$ cat src/rtl/input_event_fifo_if.sv
// Event-queue handshake bundle for input_event_fifo.
// master drives the head event, slave returns ev_ready.
interface input_event_fifo_if #(
  parameter int PLAYERS  = 6,
  parameter int BUTTON_W = 32,
  parameter int DEPTH    = 16,
  parameter int TS_W     = 33
);
  localparam int IDX_W = (PLAYERS > 1) ? $clog2(PLAYERS) : 1;
  localparam int CNT_W = $clog2(DEPTH) + 1;

  logic                ev_ready;
  logic                ev_valid;
  logic [IDX_W-1:0]    ev_player;
  logic [BUTTON_W-1:0] ev_state;
  logic [BUTTON_W-1:0] ev_changed;
  logic [TS_W-1:0]     ev_time;
  logic [CNT_W-1:0]    count;
  logic                overflow;

  modport master (
    input  ev_ready,
    output ev_valid,
    output ev_player,
    output ev_state,
    output ev_changed,
    output ev_time,
    output count,
    output overflow
  );

  modport slave (
    output ev_ready,
    input  ev_valid,
    input  ev_player,
    input  ev_state,
    input  ev_changed,
    input  ev_time,
    input  count,
    input  overflow
  );
endinterface

$ cat src/rtl/input_event_fifo.sv
// Round-robin joystick scanner feeding a show-ahead
// timestamped change-event FIFO with sticky overflow.
module input_event_fifo #(
  parameter int PLAYERS  = 6,
  parameter int BUTTON_W = 32,
  parameter int DEPTH    = 16,
  parameter int TS_W     = 33
) (
  input  logic                        clk_sys,
  input  logic                        reset_n,
  input  logic [PLAYERS*BUTTON_W-1:0] joystick,
  input  logic [PLAYERS-1:0]          player_en,
  input  logic [TS_W-1:0]             timestamp,
  input  logic                        flush,
  input_event_fifo_if.master          ev
);
  localparam int IDX_W = (PLAYERS > 1) ? $clog2(PLAYERS) : 1;
  localparam int AW    = $clog2(DEPTH);
  localparam int CW    = AW + 1;

  logic [BUTTON_W-1:0] r_prev [PLAYERS];
  logic [IDX_W-1:0]    r_idx;

  logic [IDX_W-1:0]    r_mem_p  [DEPTH];
  logic [BUTTON_W-1:0] r_mem_st [DEPTH];
  logic [BUTTON_W-1:0] r_mem_ch [DEPTH];
  logic [TS_W-1:0]     r_mem_ts [DEPTH];

  logic [AW-1:0]       r_wptr;
  logic [AW-1:0]       r_rptr;
  logic [CW-1:0]       r_count;
  logic                r_overflow;

  logic [BUTTON_W-1:0] w_joy;
  logic [BUTTON_W-1:0] w_diff;
  logic                w_en;
  logic                w_chg;
  logic                w_full;
  logic                w_push;
  logic                w_pop;
  logic                w_valid;

  assign w_joy   = joystick[r_idx*BUTTON_W +: BUTTON_W];
  assign w_diff  = w_joy ^ r_prev[r_idx];
  assign w_en    = player_en[r_idx];
  assign w_chg   = w_en & (|w_diff);
  assign w_full  = (r_count == CW'(DEPTH));
  assign w_valid = (r_count != '0);
  // Full uses the registered count, so a same-cycle pop never frees a slot
  assign w_push  = w_chg & ~w_full & ~flush;
  assign w_pop   = w_valid & ev.ev_ready & ~flush;

  always_ff @(posedge clk_sys or negedge reset_n) begin
    if (!reset_n) begin
      r_idx <= '0;
      for (int i = 0; i < PLAYERS; i++) begin
        r_prev[i] <= '0;
      end
    end else begin
      if (r_idx == IDX_W'(PLAYERS - 1)) begin
        r_idx <= '0;
      end else begin
        r_idx <= r_idx + 1'b1;
      end
      // A blocked change keeps prev stale so it is re-detected later
      if (!w_en || w_push) begin
        r_prev[r_idx] <= w_joy;
      end
    end
  end

  always_ff @(posedge clk_sys) begin
    if (w_push) begin
      r_mem_p[r_wptr]  <= r_idx;
      r_mem_st[r_wptr] <= w_joy;
      r_mem_ch[r_wptr] <= w_diff;
      r_mem_ts[r_wptr] <= timestamp;
    end
  end

  always_ff @(posedge clk_sys or negedge reset_n) begin
    if (!reset_n) begin
      r_wptr     <= '0;
      r_rptr     <= '0;
      r_count    <= '0;
      r_overflow <= 1'b0;
    end else if (flush) begin
      r_wptr     <= '0;
      r_rptr     <= '0;
      r_count    <= '0;
      r_overflow <= 1'b0;
    end else begin
      if (w_push) begin
        r_wptr <= r_wptr + 1'b1;
      end
      if (w_pop) begin
        r_rptr <= r_rptr + 1'b1;
      end
      if (w_push && !w_pop) begin
        r_count <= r_count + 1'b1;
      end else if (!w_push && w_pop) begin
        r_count <= r_count - 1'b1;
      end
      if (w_chg && w_full) begin
        r_overflow <= 1'b1;
      end
    end
  end

  assign ev.ev_valid   = w_valid;
  assign ev.ev_player  = w_valid ? r_mem_p[r_rptr]  : '0;
  assign ev.ev_state   = w_valid ? r_mem_st[r_rptr] : '0;
  assign ev.ev_changed = w_valid ? r_mem_ch[r_rptr] : '0;
  assign ev.ev_time    = w_valid ? r_mem_ts[r_rptr] : '0;
  assign ev.count      = r_count;
  assign ev.overflow   = r_overflow;
endmodule

$ cat src/flat_wrapper.sv
// flat-port wrapper written by rule: the top's interface ports become plain ports
module input_event_fifo_flat 
#(
  parameter int PLAYERS  = 6,
  parameter int BUTTON_W = 32,
  parameter int DEPTH    = 16,
  parameter int TS_W     = 33
)
  (clk_sys, reset_n, joystick, player_en, timestamp, flush, ev_ev_ready, ev_ev_valid, ev_ev_player, ev_ev_state, ev_ev_changed, ev_ev_time, ev_count, ev_overflow);
  input_event_fifo_if #(.PLAYERS(PLAYERS), .BUTTON_W(BUTTON_W), .DEPTH(DEPTH), .TS_W(TS_W)) ev_i ();
  input  logic clk_sys;
  input  logic reset_n;
  input  logic [PLAYERS*BUTTON_W-1:0] joystick;
  input  logic [PLAYERS-1:0] player_en;
  input  logic [TS_W-1:0] timestamp;
  input  logic flush;
  input wire logic [$bits(ev_i.ev_ready)-1:0] ev_ev_ready;
  output wire logic [$bits(ev_i.ev_valid)-1:0] ev_ev_valid;
  output wire logic [$bits(ev_i.ev_player)-1:0] ev_ev_player;
  output wire logic [$bits(ev_i.ev_state)-1:0] ev_ev_state;
  output wire logic [$bits(ev_i.ev_changed)-1:0] ev_ev_changed;
  output wire logic [$bits(ev_i.ev_time)-1:0] ev_ev_time;
  output wire logic [$bits(ev_i.count)-1:0] ev_count;
  output wire logic [$bits(ev_i.overflow)-1:0] ev_overflow;
  assign ev_i.ev_ready = ev_ev_ready;
  assign ev_ev_valid = ev_i.ev_valid;
  assign ev_ev_player = ev_i.ev_player;
  assign ev_ev_state = ev_i.ev_state;
  assign ev_ev_changed = ev_i.ev_changed;
  assign ev_ev_time = ev_i.ev_time;
  assign ev_count = ev_i.count;
  assign ev_overflow = ev_i.overflow;
  input_event_fifo #(.PLAYERS(PLAYERS), .BUTTON_W(BUTTON_W), .DEPTH(DEPTH), .TS_W(TS_W)) u_core (.clk_sys(clk_sys), .reset_n(reset_n), .joystick(joystick), .player_en(player_en), .timestamp(timestamp), .flush(flush), .ev(ev_i));
endmodule
$ cat config.mk
export PLATFORM = sky130hd
export DESIGN_NAME = input_event_fifo_flat
export DESIGN_NICKNAME = d
export VERILOG_FILES = /design/src/rtl/input_event_fifo_if.sv /design/src/rtl/input_event_fifo.sv /design/src/flat_wrapper.sv
export SDC_FILE = /design/constraint.sdc
export NUM_CORES = 2
export LEC_CHECK = 0
export ABC_CLOCK_PERIOD_IN_PS = 30700
export CAP_MARGIN = 20
export CORE_ASPECT_RATIO = 0.75
export CORE_MARGIN = 3
export CORE_UTILIZATION = 40
export DETAILED_ROUTE_END_ITERATION = 6
export SLEW_MARGIN = 20
export SYNTH_ARGS = -nofsm -noshare
export SYNTH_HDL_FRONTEND = slang
export SYNTH_SLANG_ARGS = --single-unit
$ cat constraint.sdc
create_clock -name clk_sys -period 30.7 [get_ports clk_sys]
set_input_delay 3.07 -clock clk_sys [delete_from_list [all_inputs] [get_ports clk_sys]]
set_output_delay 3.07 -clock clk_sys [all_outputs]
set_load 0.02 [all_outputs]
# --- Yosys cells after proc, flatten, opt, wreduce, memory -nomap -nowiden ---
# Memories as Yosys holds them, arrays and structs flattened.
# Cells that the tools add are included.
totals:
  ramBits: 1600
  inputBits: 235
  elab_cells: 73
  output_inout_bits: 107
  regBits: 209
  mem_count: 4
classes:
  order_cmp: 3
  n_addsub: 5
  bitwise_logic: 9
  mux: 24
  shift: 1
  n_reduce_logical: 14
  n_eq_ne: 2
mem_list:
  columns: ["memory", "depth", "word_bits", "rd", "rd_ports_with_merged_regs", "wr", "line", "rtl"]
  rows:
  - ["u_core.r_mem_ts", 16, 33, 1, 0, 1, "input_event_fifo.sv:27", "logic [TS_W-1:0] r_mem_ts [DEPTH];"]
  - ["u_core.r_mem_ch", 16, 32, 1, 0, 1, "input_event_fifo.sv:26", "logic [BUTTON_W-1:0] r_mem_ch [DEPTH];"]
  - ["u_core.r_mem_st", 16, 32, 1, 0, 1, "input_event_fifo.sv:25", "logic [BUTTON_W-1:0] r_mem_st [DEPTH];"]
  - ["u_core.r_mem_p", 16, 3, 1, 0, 1, "input_event_fifo.sv:24", "logic [IDX_W-1:0] r_mem_p [DEPTH];"]
ops:
  columns: ["cell", "count"]
  rows:
  - ["$bwmux W192", 1]
  - ["$shiftx A192 B9 Y32", 1]
  - ["$mux W32", 5]
  - ["$bmux W32 S3", 1]
  - ["$demux W32 S3", 1]
  - ["$mux W33", 1]
  - ["$reduce_or A32 Y1", 1]
  - ["$xor A32 B32 Y32", 1]
  - ["$mux W4", 4]
  - ["$mux W5", 3]
  - ["$add A4 B1 Y4 const B", 2]
  - ["$mux W3", 2]
  - ["$reduce_bool A2 Y1", 3]
  - ["$add A5 B1 Y5 const B", 1]
  - ["$and A1 B1 Y1", 5]
  - ["$eq A5 B5 Y1 const B", 1]
  - ["$mux W1", 5]
  - ["$reduce_bool A5 Y1", 1]
  - ["$sub A5 B1 Y5 const B", 1]
  - ["$ge A4 B4 Y1 const B", 1]
  - ["$logic_and A1 B1 Y1", 4]
  - ["$lt A3 B4 Y1 const B", 1]
  - ["$lt A4 B1 Y1 const B", 1]
  - ["$not A3 Y4", 1]
  - ["other kinds (7)", 10]

# --- Depth between registers and ports, before layout ---
depth:
  depth_word: 14
  depth_mapped: 20
  depth_no_buf: 16

# --- Least setup slack after synthesis ---
# OpenSTA, ideal clock, no wires.
synth_timing:
  path_kind: "input to register"
  from: "input joystick[128]"
  to: "memory u_core.r_mem_ch[12][0] (enable)"
  cell_stages: 8
  path_slack_ns: 14.482
  setup_ns: 0.839
  arrival_time_ns: 15.379
  required_ns: 29.861
  path_cell_list: "mux2_2 a21oi_1 o221ai_1 xnor2_1 nor4_2 nand4_1 o31ai_4 nor4b_1"
synth_between:
  elab_chain_cells: 8
synth_rtl:
  columns: ["item", "line", "rtl"]
  rows:
  - ["start: declaration", "flat_wrapper.sv:13", "input logic [PLAYERS*BUTTON_W-1:0] joystick;"]
  - ["$shiftx A192 B9 Y32", "input_event_fifo.sv:43", "assign w_joy = joystick[r_idx*BUTTON_W +: BUTTON_W];"]
  - ["via u_core.w_joy[0]", "input_event_fifo.sv:34", "logic [BUTTON_W-1:0] w_joy;"]
  - ["$xor A32 B32 Y32", "input_event_fifo.sv:44", "assign w_diff = w_joy ^ r_prev[r_idx];"]
  - ["via u_core.w_diff[0]", "input_event_fifo.sv:35", "logic [BUTTON_W-1:0] w_diff;"]
  - ["$reduce_or A32 Y1", "input_event_fifo.sv:46", "assign w_chg = w_en & (|w_diff);"]
  - ["$and A1 B1 Y1", "input_event_fifo.sv:46", null]
  - ["$and A1 B1 Y1 (2 in series)", "input_event_fifo.sv:50", "assign w_push = w_chg & ~w_full & ~flush;"]
  - ["$mux W1", "input_event_fifo.sv:73", "if (w_push) begin"]
  - ["$mux W1 (not written as such)", "input_event_fifo.sv:76", "r_mem_ch[r_wptr] <= w_diff;"]
  - ["end: declaration", "input_event_fifo.sv:26", null]
# The timed path passes the listed nets, and every way through them passes these cells.

# --- Worst setup path after layout ---
layout_timing:
  from: "register u_core.r_rptr[0]"
  to: "output ev_ev_state[10]"
layout_between:
  elab_chain_cells: 2
layout_rtl:
  columns: ["item", "line", "rtl"]
  rows:
  - ["start: declaration", "input_event_fifo.sv:30", "logic [AW-1:0] r_rptr;"]
  - ["start signal: assignment", "input_event_fifo.sv:97", "r_rptr <= r_rptr + 1'b1;"]
  - ["$mem_v2 Z16 W32", null, null]
  - ["$mux W32", "input_event_fifo.sv:112", "assign ev.ev_state = w_valid ? r_mem_st[r_rptr] : '0;"]
  - ["end: declaration", "flat_wrapper.sv:20", "output wire logic [$bits(ev_i.ev_state)-1:0] ev_ev_state;"]
# Every way passes these cells.

==> impl_metrics.tcl <==
set metrics [dict create \
    powerDensity_nw_per_um2 75.3 \
    rrSetupSlack_ns 22.64 \
    drv_slew 0 \
    coreArea_sq_um 179000 \
    ys_async_sr_fraction_pct 11.6 \
    drc 0 \
    drt_wl_total_um 186000 \
    clockRootBuffer "clkbuf_16" \
    synthesis.instances 3359 \
    p_switching_mw 1.70 \
    fin_crit_sh_pct 30.5 \
    grt_start_max_net_pins 156 \
    yosys_warnings 0 \
    layout_common_cells "edfxtp_1, mux4_2, clkdlybuf4s50_1" \
    drive_above_1_share_pct 26.9 \
    drv_cap 0 \
    hold_viol 0 \
    rsz0062_at_grt "no" \
    intPower_mw 4.70 \
    antenna_left 0 \
    start_util_pct 40.6 \
    grt_pass1_wl_um 272000 \
    yosysTopAreaCell "edfxtp_1" \
    layout_commonest_cell "edfxtp_1" \
    final_nets 4046 \
    dr_total_vias 35900 \
    cts_buffers 171 \
    cts-htree-levels 4 \
    dp_hpwl_um 107000 \
    num-fill-cells 14700 \
    grt_overflow 0 \
    ir_drop_mv 0.0498 \
    synth-seq-area-share_pct 73.3 \
    synth-simple-area-share_pct 2.48 \
    tightest_slew_ns 1.15 \
    finClkSkew_ns 0.0245 \
    p_seq_share_pct 44.2 \
    synth-seq-cells 1809 \
    p_clk_share_pct 32.5 \
    cts-resized-gates 0 \
    cts_hold_buf 0 \
    startpoint_type "flop" \
    comb_power_share_pct 23.2 \
    setup_viol 0 \
    wl_per_cell_um 29.5 \
    synth_top_family_by_area "multiplexers" \
    switching_share_pct 26.6 \
    synth_fa_ha_area_share_pct 0.182 \
    synth_ff_type "edfxtp_1" \
    worstPathMaxFanout 50 \
    status "finished clean" \
    synth-compound-area-share_pct 1.92 \
    antenna_found_initial 11 \
    rows 134 \
    cts.sinks 1809 \
    netlist_top_cells_area "edfxtp_1, mux4_2, dfrtp_1, mux2_1, mux2_2" \
    die_y_um 375 \
    die-area_sq_um 187000 \
    firstDrtPassIters 6 \
    instances_no_fill 6322 \
    portBuffers 341 \
    max_freq_mhz 107 \
    grt_pass1_vias 37100 \
    crit_path_end_kind "primary output" \
    syn_to_final_growth_pct 17.0 \
    cts_tree "built" \
    track_usage_pct 19.9 \
    synth_mux_area_share_pct 20.4 \
    clk_pin_slew_ns 0.06 \
    boundaryPins 342 \
    hp-class "flop to flop" \
    synth_top_area_share_pct 66.1 \
    via_per_inst 5.68 \
    fin_setup_tns_ns 0 \
    synthXorXnorAreaFrac_pct 0.458 \
    syn_area_sq_um 72700 \
    first_iter_violations 3836 \
    finalCriticalPeriod_ns 9.37 \
    clockBufferDepth 3 \
    clk_latency_ns 0.79 \
    synth_edf_count 1600 \
    ys_types 58 \
    place_congestion 0.799 \
    timing.slew.headroom_pct 23.4 \
    syn-mean-instance-area_sq_um 21.6 \
    dpl.cell_count 6005 \
    crit_arrival_ns 6.30 \
    dieWidth_um 498 \
    worstSetupPathType "flop to primary output" \
    syn_nets 3604 \
    p_leak_nw 27.2 \
    cts_setup_buffers 0 \
    crit_required_ns 27.63 \
]
==> worst max-delay path, stage by stage, from the launching register on <==
cell             delay (ns)
dfrtp_4                1.06
buf_4                  0.82
buf_6                  0.64
buf_4                  0.89
mux4_2                 0.62
mux4_2                 0.56
and2_1                 0.20
clkdlybuf4s50_1        0.59
==> layout make-up <==
class | count | area, sq um | area share (%)
antenna | 7 | 17.5 | 0.0206
clock buffer | 224 | 4670 | 5.50
clock inverter | 83 | 806 | 0.947
inverter | 5 | 18.8 | 0.0221
multi-input combinational | 1339 | 18700 | 22.0
sequential | 1809 | 53300 | 62.7
tap | 2380 | 2980 | 3.50
timing repair buffer | 475 | 4530 | 5.33
==> kinds of logic (layout without fill, tap and decap cells) <==
logic type / Yosys count / count (layout)
mux: 826 / 826
flops: 1809 / 1809
fa+ha+maj: 10 / 10
compound gates: 166 / 166
xor+xnor: 38 / 38
buf+inv: 211 / 787
simple gates: 299 / 299
other cells: 0 / 7
==> per-layer routing <==
layer	part of all wire, %	global-route usage (%)
met5	0	0
met4	1.5	4.00
met3	6.3	3.49
met2	47	31.3
met1	45	29.3
==> power groups by stage <==
stage	Combinational [mW]	Sequential [mW]	Clock, mW
after floorplan	0.952	2.86	0
after global placement	1.51	2.88	0
after detailed placement	1.52	2.89	0
after CTS	1.53	2.83	2.13
after global routing	1.60	2.84	2.23
final	1.49	2.83	2.08
==> cells in the mapped netlist, types with 3 or more instances <==
cell type / number
a21oi_1: 35
a21oi_2: 3
a222oi_1: 29
a22oi_1: 5
a31oi_1: 4
and2_1: 102
and3_1: 11
and3b_1: 26
buf_1: 43
buf_2: 34
buf_4: 12
buf_6: 3
clkbuf_1: 114
dfrtp_1: 209
edfxtp_1: 1600
ha_1: 9
inv_1: 3
mux2_1: 142
mux2_2: 111
mux2i_1: 72
mux4_2: 501
nand2_1: 49
nand2b_1: 6
nand3_1: 7
nand3b_1: 26
nand4_1: 5
nor2_1: 24
nor2b_1: 6
nor3_1: 12
nor3b_1: 7
nor4_1: 7
nor4b_1: 3
o211ai_1: 4
o21ai_0: 31
o21ai_1: 4
o221ai_1: 6
o221ai_2: 28
o2bb2ai_1: 6
xnor2_1: 33
xor2_1: 5
==> metrics by stage <==
| stage | util [%] | hold slack (ns) | instance area, sq um | total power [mW] | setup WS, ns |
|---|---|---|---|---|---|
| 2_1_floorplan | - | 0.452 | 72700 | 3.81 | 14.48 |
| 3_3_place_gp | 44.3 | 0.463 | 79400 | 4.40 | 21.50 |
| 3_5_place_dp | 44.3 | 0.471 | 79400 | 4.41 | 21.58 |
| 4_1_cts | 47.4 | 0.485 | 84900 | 6.49 | 20.70 |
| 5_1_grt | 47.4 | 0.495 | 85000 | 6.67 | 20.74 |
| 6_report | 47.4 | 0.483 | 85000 | 6.40 | 21.33 |
==> flip-flops by register name, indices dropped and copies added (netlist names) <==
name	count
u_core.ev.count	5
u_core.ev.overflow	1
u_core.r_idx	3
u_core.r_mem_ch	512
u_core.r_mem_p	48
u_core.r_mem_st	512
u_core.r_mem_ts	528
u_core.r_prev	192
u_core.r_rptr	4
u_core.r_wptr	4
==> worst paths after layout <==
check / start / endpoint / depth (start not counted)
max in group asynchronous: reset_n / u_core.r_idx[0] / 2
worst max-delay path: u_core.r_rptr[0] / ev_ev_state[10] / 7
min in group asynchronous: reset_n / u_core.r_prev[168] / 1
worst max register to register: u_core.r_idx[0] / u_core.r_mem_st[15][12] / 15
worst min-delay path: u_core.r_prev[26] / u_core.r_prev[26] / 1
worst min register to register: u_core.r_prev[26] / u_core.r_prev[26] / 1
Power figures use the tool's default switching activity.
